`src/rtl/grey_gain_adjust.sv`:
```
// Camera-path grey/equalise stage: optional weighted-luma grey, runtime gain/offset
// with saturation, stepped from a debounced pushbutton. Fixed 3-cycle pipeline.
module grey_gain_adjust #(
  parameter int DW      = 12,
  parameter int KW      = 8,
  parameter int FRAC    = 4,
  parameter int CW      = 8,
  parameter int DEB_CNT = 50000
) (
  input  logic               iCLK,
  input  logic               iRST_N,
  input  logic               iDVAL,
  input  logic [DW-1:0]      iRed,
  input  logic [DW-1:0]      iGreen,
  input  logic [DW-1:0]      iBlue,
  input  logic               iGREY_EN,
  input  logic               iEQ_EN,
  input  logic               iKEY_N,
  input  logic               iINC,
  input  logic               iSEL_C,
  output logic               oDVAL,
  output logic [DW-1:0]      oRed,
  output logic [DW-1:0]      oGreen,
  output logic [DW-1:0]      oBlue,
  output logic [KW+CW-1:0]   oK_reading
);

  localparam int CNTW = (DEB_CNT > 1) ? $clog2(DEB_CNT) : 1;

  logic            sync1_q, sync1_d, sync2_q, sync2_d;
  logic            key_db_q, key_db_d, key_prev_q, key_prev_d;
  logic [CNTW-1:0] cnt_q, cnt_d;
  logic [KW-1:0]   gain_q, gain_d;
  logic [CW-1:0]   off_q, off_d;
  logic            press;

  logic            s1_dval_q, s1_dval_d, s1_grey_q, s1_grey_d;
  logic [DW-1:0]   s1_r_q, s1_r_d, s1_g_q, s1_g_d, s1_b_q, s1_b_d, s1_y_q, s1_y_d;
  logic [KW-1:0]   s1_gain_q, s1_gain_d;
  logic [CW-1:0]   s1_off_q, s1_off_d;

  logic            s2_dval_q, s2_dval_d, s2_grey_q, s2_grey_d;
  logic [DW-1:0]   s2_r_q, s2_r_d, s2_g_q, s2_g_d, s2_b_q, s2_b_d;
  logic [DW+KW-1:0] s2_p_q, s2_p_d;
  logic [CW-1:0]   s2_off_q, s2_off_d;

  logic            s3_dval_q, s3_dval_d;
  logic [DW-1:0]   s3_r_q, s3_r_d, s3_g_q, s3_g_d, s3_b_q, s3_b_d;

  logic [DW+7:0]   y_sum;
  logic [DW+KW-1:0] prod;
  logic [DW+KW:0]  v_sum;
  logic [DW-1:0]   v_sat;

  always_comb begin
    sync1_d    = iKEY_N;
    sync2_d    = sync1_q;
    key_db_d   = key_db_q;
    key_prev_d = key_db_q;
    cnt_d      = '0;
    // Count only while the synced level disagrees with the accepted level.
    if (sync2_q != key_db_q) begin
      if (cnt_q == CNTW'(DEB_CNT - 1)) key_db_d = sync2_q;
      else                             cnt_d    = cnt_q + 1'b1;
    end
    press = key_prev_q & ~key_db_q;

    gain_d = gain_q;
    off_d  = off_q;
    if (press && iEQ_EN) begin
      if (!iSEL_C) begin
        if (iINC) begin
          if (gain_q != '1) gain_d = gain_q + 1'b1;
        end else if (gain_q != '0) gain_d = gain_q - 1'b1;
      end else begin
        if (iINC) begin
          if (off_q != '1) off_d = off_q + 1'b1;
        end else if (off_q != '0) off_d = off_q - 1'b1;
      end
    end

    y_sum = (DW+8)'(iRed) * (DW+8)'(77) + (DW+8)'(iGreen) * (DW+8)'(150)
          + (DW+8)'(iBlue) * (DW+8)'(29);
    s1_dval_d = iDVAL;
    s1_grey_d = iGREY_EN;
    s1_r_d    = iRed;
    s1_g_d    = iGreen;
    s1_b_d    = iBlue;
    s1_y_d    = DW'(y_sum >> 8);
    s1_gain_d = gain_q;
    s1_off_d  = off_q;

    prod      = (DW+KW)'(s1_y_q) * (DW+KW)'(s1_gain_q);
    s2_dval_d = s1_dval_q;
    s2_grey_d = s1_grey_q;
    s2_r_d    = s1_r_q;
    s2_g_d    = s1_g_q;
    s2_b_d    = s1_b_q;
    s2_p_d    = prod >> FRAC;
    s2_off_d  = s1_off_q;

    v_sum = (DW+KW+1)'(s2_p_q) + ((DW+KW+1)'(s2_off_q) << (DW - CW));
    v_sat = (v_sum[DW+KW:DW] != '0) ? '1 : v_sum[DW-1:0];
    s3_dval_d = s2_dval_q;
    s3_r_d    = s2_grey_q ? v_sat : s2_r_q;
    s3_g_d    = s2_grey_q ? v_sat : s2_g_q;
    s3_b_d    = s2_grey_q ? v_sat : s2_b_q;
  end

  always_ff @(posedge iCLK) begin
    if (!iRST_N) begin
      sync1_q <= 1'b1;  sync2_q <= 1'b1;
      key_db_q <= 1'b1; key_prev_q <= 1'b1;
      cnt_q <= '0;
      gain_q <= KW'(1 << FRAC);
      off_q <= '0;
      s1_dval_q <= 1'b0; s1_grey_q <= 1'b0;
      s1_r_q <= '0; s1_g_q <= '0; s1_b_q <= '0; s1_y_q <= '0;
      s1_gain_q <= '0; s1_off_q <= '0;
      s2_dval_q <= 1'b0; s2_grey_q <= 1'b0;
      s2_r_q <= '0; s2_g_q <= '0; s2_b_q <= '0; s2_p_q <= '0; s2_off_q <= '0;
      s3_dval_q <= 1'b0;
      s3_r_q <= '0; s3_g_q <= '0; s3_b_q <= '0;
    end else begin
      sync1_q <= sync1_d;  sync2_q <= sync2_d;
      key_db_q <= key_db_d; key_prev_q <= key_prev_d;
      cnt_q <= cnt_d;
      gain_q <= gain_d;
      off_q <= off_d;
      s1_dval_q <= s1_dval_d; s1_grey_q <= s1_grey_d;
      s1_r_q <= s1_r_d; s1_g_q <= s1_g_d; s1_b_q <= s1_b_d; s1_y_q <= s1_y_d;
      s1_gain_q <= s1_gain_d; s1_off_q <= s1_off_d;
      s2_dval_q <= s2_dval_d; s2_grey_q <= s2_grey_d;
      s2_r_q <= s2_r_d; s2_g_q <= s2_g_d; s2_b_q <= s2_b_d; s2_p_q <= s2_p_d;
      s2_off_q <= s2_off_d;
      s3_dval_q <= s3_dval_d;
      s3_r_q <= s3_r_d; s3_g_q <= s3_g_d; s3_b_q <= s3_b_d;
    end
  end

  assign oDVAL      = s3_dval_q;
  assign oRed       = s3_r_q;
  assign oGreen     = s3_g_q;
  assign oBlue      = s3_b_q;
  assign oK_reading = {gain_q, off_q};

endmodule

```
`config.mk`:
```
export PLATFORM = sky130hd
export DESIGN_NAME = grey_gain_adjust
export DESIGN_NICKNAME = d
export VERILOG_FILES = /design/src/rtl/grey_gain_adjust.sv
export SDC_FILE = /design/constraint.sdc
export NUM_CORES = 1
export LEC_CHECK = 0
export CAP_MARGIN = 10
export CORE_MARGIN = 4
export CORE_UTILIZATION = 25
export DETAILED_ROUTE_END_ITERATION = 16
export HOLD_SLACK_MARGIN = 0.05
export PLACE_DENSITY = 0.37
export SETUP_SLACK_MARGIN = 0.2
export SYNTH_ARGS = -nofsm -noshare
export SYNTH_HDL_FRONTEND = slang
export SYNTH_SLANG_ARGS = --single-unit
export TNS_END_PERCENT = 100
```
`constraint.sdc`:
```
create_clock -name iCLK -period 13.58 [get_ports iCLK]
set_input_delay 2.037 -clock iCLK [delete_from_list [all_inputs] [get_ports iCLK]]
set_output_delay 2.037 -clock iCLK [all_outputs]
set_load 0.05 [all_outputs]
```
==> impl_metrics.tcl <==
set metrics [dict create \
    grt_use_total 0.1236 \
    path_buf_inv 5 \
    worstSetupPathType "in -> reg" \
    dp_hpwl_um 30750 \
    pre_cts_ws_ns 3.945 \
    power_uw 3719 \
    cts_sinks 201 \
    maxCapViolations 0 \
    synth_top_flop_cell "dfxtp_1" \
    critical_path.top_delay_family "adder cells" \
    grt_pass1_vias 10730 \
    diodes 0 \
    ys_seq_area_frac 0.2777 \
    grt_setup_unrepaired "no" \
    critPathLaunchType "input port" \
    powerDensity_mw_per_mm2 218.3 \
    die-width_um 248.8 \
    drt-total-wl_um 38090 \
    syn-num-nets 1861 \
    tns_ns 0 \
    cts_setup_buffers 0 \
    row_count 87 \
    vias 10090 \
    final_util 0.2992 \
    synth_warnings 0 \
    wl_per_cell_um 16.20 \
    status "complete, no violations" \
    ys_top_cells_by_count "226 x inv_1, 201 x dfxtp_1, 170 x ha_1, 154 x fa_1, 145 x and2_1" \
    cts_hold_buffers 0 \
    die_y_um 248.8 \
    yosys.area.top_type "dfxtp_1" \
    finalHoldViolations 0 \
    synthArstFlopShare 0 \
    max_slew.worst_pin.slew_ns 0.7117 \
    coreArea_sq_mm 0.05693 \
    max_freq_mhz 110.0 \
    drtIter0Drc 398 \
    syn_area_per_cell_sq_um 9.705 \
    cts-resized-gates 0 \
    syn_to_final_growth_pct 17.55 \
    die_area_sq_mm 0.06188 \
    slew_headroom 0.5255 \
    fin_skew_ns 0.01587 \
    worstPathRequired_ns 14.03 \
    fin_ws_ns 4.493 \
    cts_buffer_depth 3 \
    ant_nets 0 \
    final-setup-viol-count 0 \
    peakVddDrop_mv 0.1939 \
    clk_latency_ns 0.53 \
    syn-instance-count 1493 \
    overflow 0 \
    cp.arrival_ns 9.54 \
    clkTransAtPathRegs_ns 0.06 \
    ys_ff_latch 201 \
    fill_cells 6017 \
    initial_core_util 0.2545 \
    place_congestion 0.7737 \
    critPathCaptureType "flip-flop" \
    slew_viol_final 0 \
    drc 0 \
    yosysUniqueCellTypes 67 \
    vias_per_cell 4.290 \
    p_leak_uw 0.007587 \
    numPortBuffers 96 \
    synth_edf_count 0 \
    hp-class "reg -> reg" \
    min_period_ns 9.087 \
    fin_nets 1949 \
    cts_tree "done" \
    yosysMostFrequentCell "inv_1" \
    root_buffer "clkbuf_16" \
    slowest_stage "fa_1" \
    synth_area_sq_mm 0.01449 \
    synth_top_area_share 0.2777 \
    cpPeakStageDelay_ns 0.55 \
    cpMostUsedCell "fa_1" \
    grt_pass1_wl_um 61630 \
    fin_crit_sh 0.6692 \
    drive_above_1_share 0.04138 \
    grt_max_degree 85 \
    cts_buffers 24 \
    htree_levels 1 \
    worstPathMaxFanout 5 \
    dr.pass1.iters 5 \
    synthTopCellsByArea "dfxtp_1 28%, fa_1 21%, ha_1 15%, and2_1 6.3%, inv_1 5.9%" \
    antenna_found_initial 4 \
    io_pins 97 \
]
placed cells by master, fill, tap and decap left out, types with 10 or more instances in the layout:
| cell type | Yosys | routed |
|---|---|---|
| clkbuf_16 | 0 | 24 |
| xor2_1 | 25 | 25 |
| o21a_1 | 10 | 10 |
| clkdlybuf4s50_1 | 0 | 95 |
| a21oi_1 | 60 | 60 |
| a21o_1 | 13 | 13 |
| and3_1 | 10 | 10 |
| ha_1 | 170 | 170 |
| dfxtp_1 | 201 | 201 |
| nand3_1 | 16 | 16 |
| o21ai_0 | 60 | 60 |
| xnor2_1 | 35 | 35 |
| nor3_1 | 20 | 20 |
| nor2_1 | 109 | 109 |
| nand2b_1 | 11 | 11 |
| inv_1 | 226 | 225 |
| nand2_1 | 68 | 68 |
| fa_1 | 154 | 154 |
| mux2i_1 | 10 | 10 |
| and2_1 | 145 | 145 |
sequential cells by signal, indices dropped and copies added, names as in the netlist, 8 cells and up:
| register | cells |
|---|---|
| s2_off_q | 8 |
| oRed | 12 |
| s1_g_q | 12 |
| s2_b_q | 12 |
| s2_r_q | 12 |
| s1_y_q | 12 |
| s1_b_q | 12 |
| oBlue | 12 |
| s2_g_q | 12 |
| s1_off_q | 8 |
| s1_gain_q | 8 |
| cnt_q | 16 |
| gain_q | 8 |
| s1_r_q | 12 |
| off_q | 8 |
| oGreen | 12 |
| s2_p_q | 16 |
worst register-to-register path, stage by stage (launching register included):
cell,delay [ns]
dfxtp_1,0.70
and2_1,0.26
fa_1,0.39
inv_1,0.08
fa_1,0.45
fa_1,0.47
fa_1,0.49
inv_1,0.04
ha_1,0.34
a2111oi_0,0.59
a211o_1,0.27
a21oi_1,0.09
o21a_1,0.18
o31a_1,0.24
stage by stage:
step	cell area (sq um)	cells	hold WS, ns
6_report	17030	2351	0.4275
5_1_grt	17030	2351	0.4420
4_1_cts	17030	2351	0.4269
3_5_place_dp	16270	2311	0.4003
3_3_place_gp	16270	2311	0.3983
2_1_floorplan	14490	1493	0.3863
cells by family (layout without fill, tap and decap cells):
| logic type | Yosys count | count (layout) | share of synthesized area |
|---|---|---|---|
| DFF | 201 | 201 | 0.2777 |
| and+or+nand+nor | 429 | 429 | 0.1544 |
| muxes | 12 | 12 | 0.008462 |
| AOI/OAI and AO/OA | 203 | 203 | 0.09481 |
| xor gates and xnor gates | 60 | 60 | 0.03627 |
| adders and majority gates | 324 | 324 | 0.3596 |
| buffers and inverters | 264 | 366 | 0.06882 |
final cells by class:
cell class,count,area [sq um],area share
tap,756,945.9,0.05553
inverter,227,852.1,0.05002
clock buffer,33,674.4,0.03959
timing repair buffer,99,980.9,0.05759
multi-input combinational,1028,9469,0.5559
sequential,201,4024,0.2362
clock inverter,7,87.58,0.005142
per-layer routing:
metal,wire length [um],global-route usage,vias to the layer above,part of all wire
li1,-,-,4995,-
met1,19100,0.1781,4909,0.50
met2,16970,0.1993,150,0.45
met3,1473,0.01848,31,0.039
met4,545,0.02244,0,0.014
met5,0,0,-,0
power breakdown:
part	internal [uW]	switching [uW]
clock	367	252
combinational	1030	1370
sequential	644	53.7
final timing paths:
| kind | from | endpoint | slack, ns | cells past startpoint |
|---|---|---|---|---|
| worst max-delay path | iGreen[4] | s1_y_q[11] | 4.49 | 27 |
| worst min-delay path | sync1_q | sync2_q | 0.43 | 1 |
| worst max register to register | s1_gain_q[5] | s2_p_q[11] | 8.90 | 13 |
| worst min register to register | sync1_q | sync2_q | 0.43 | 1 |
(Power assumes the default switching activity.)
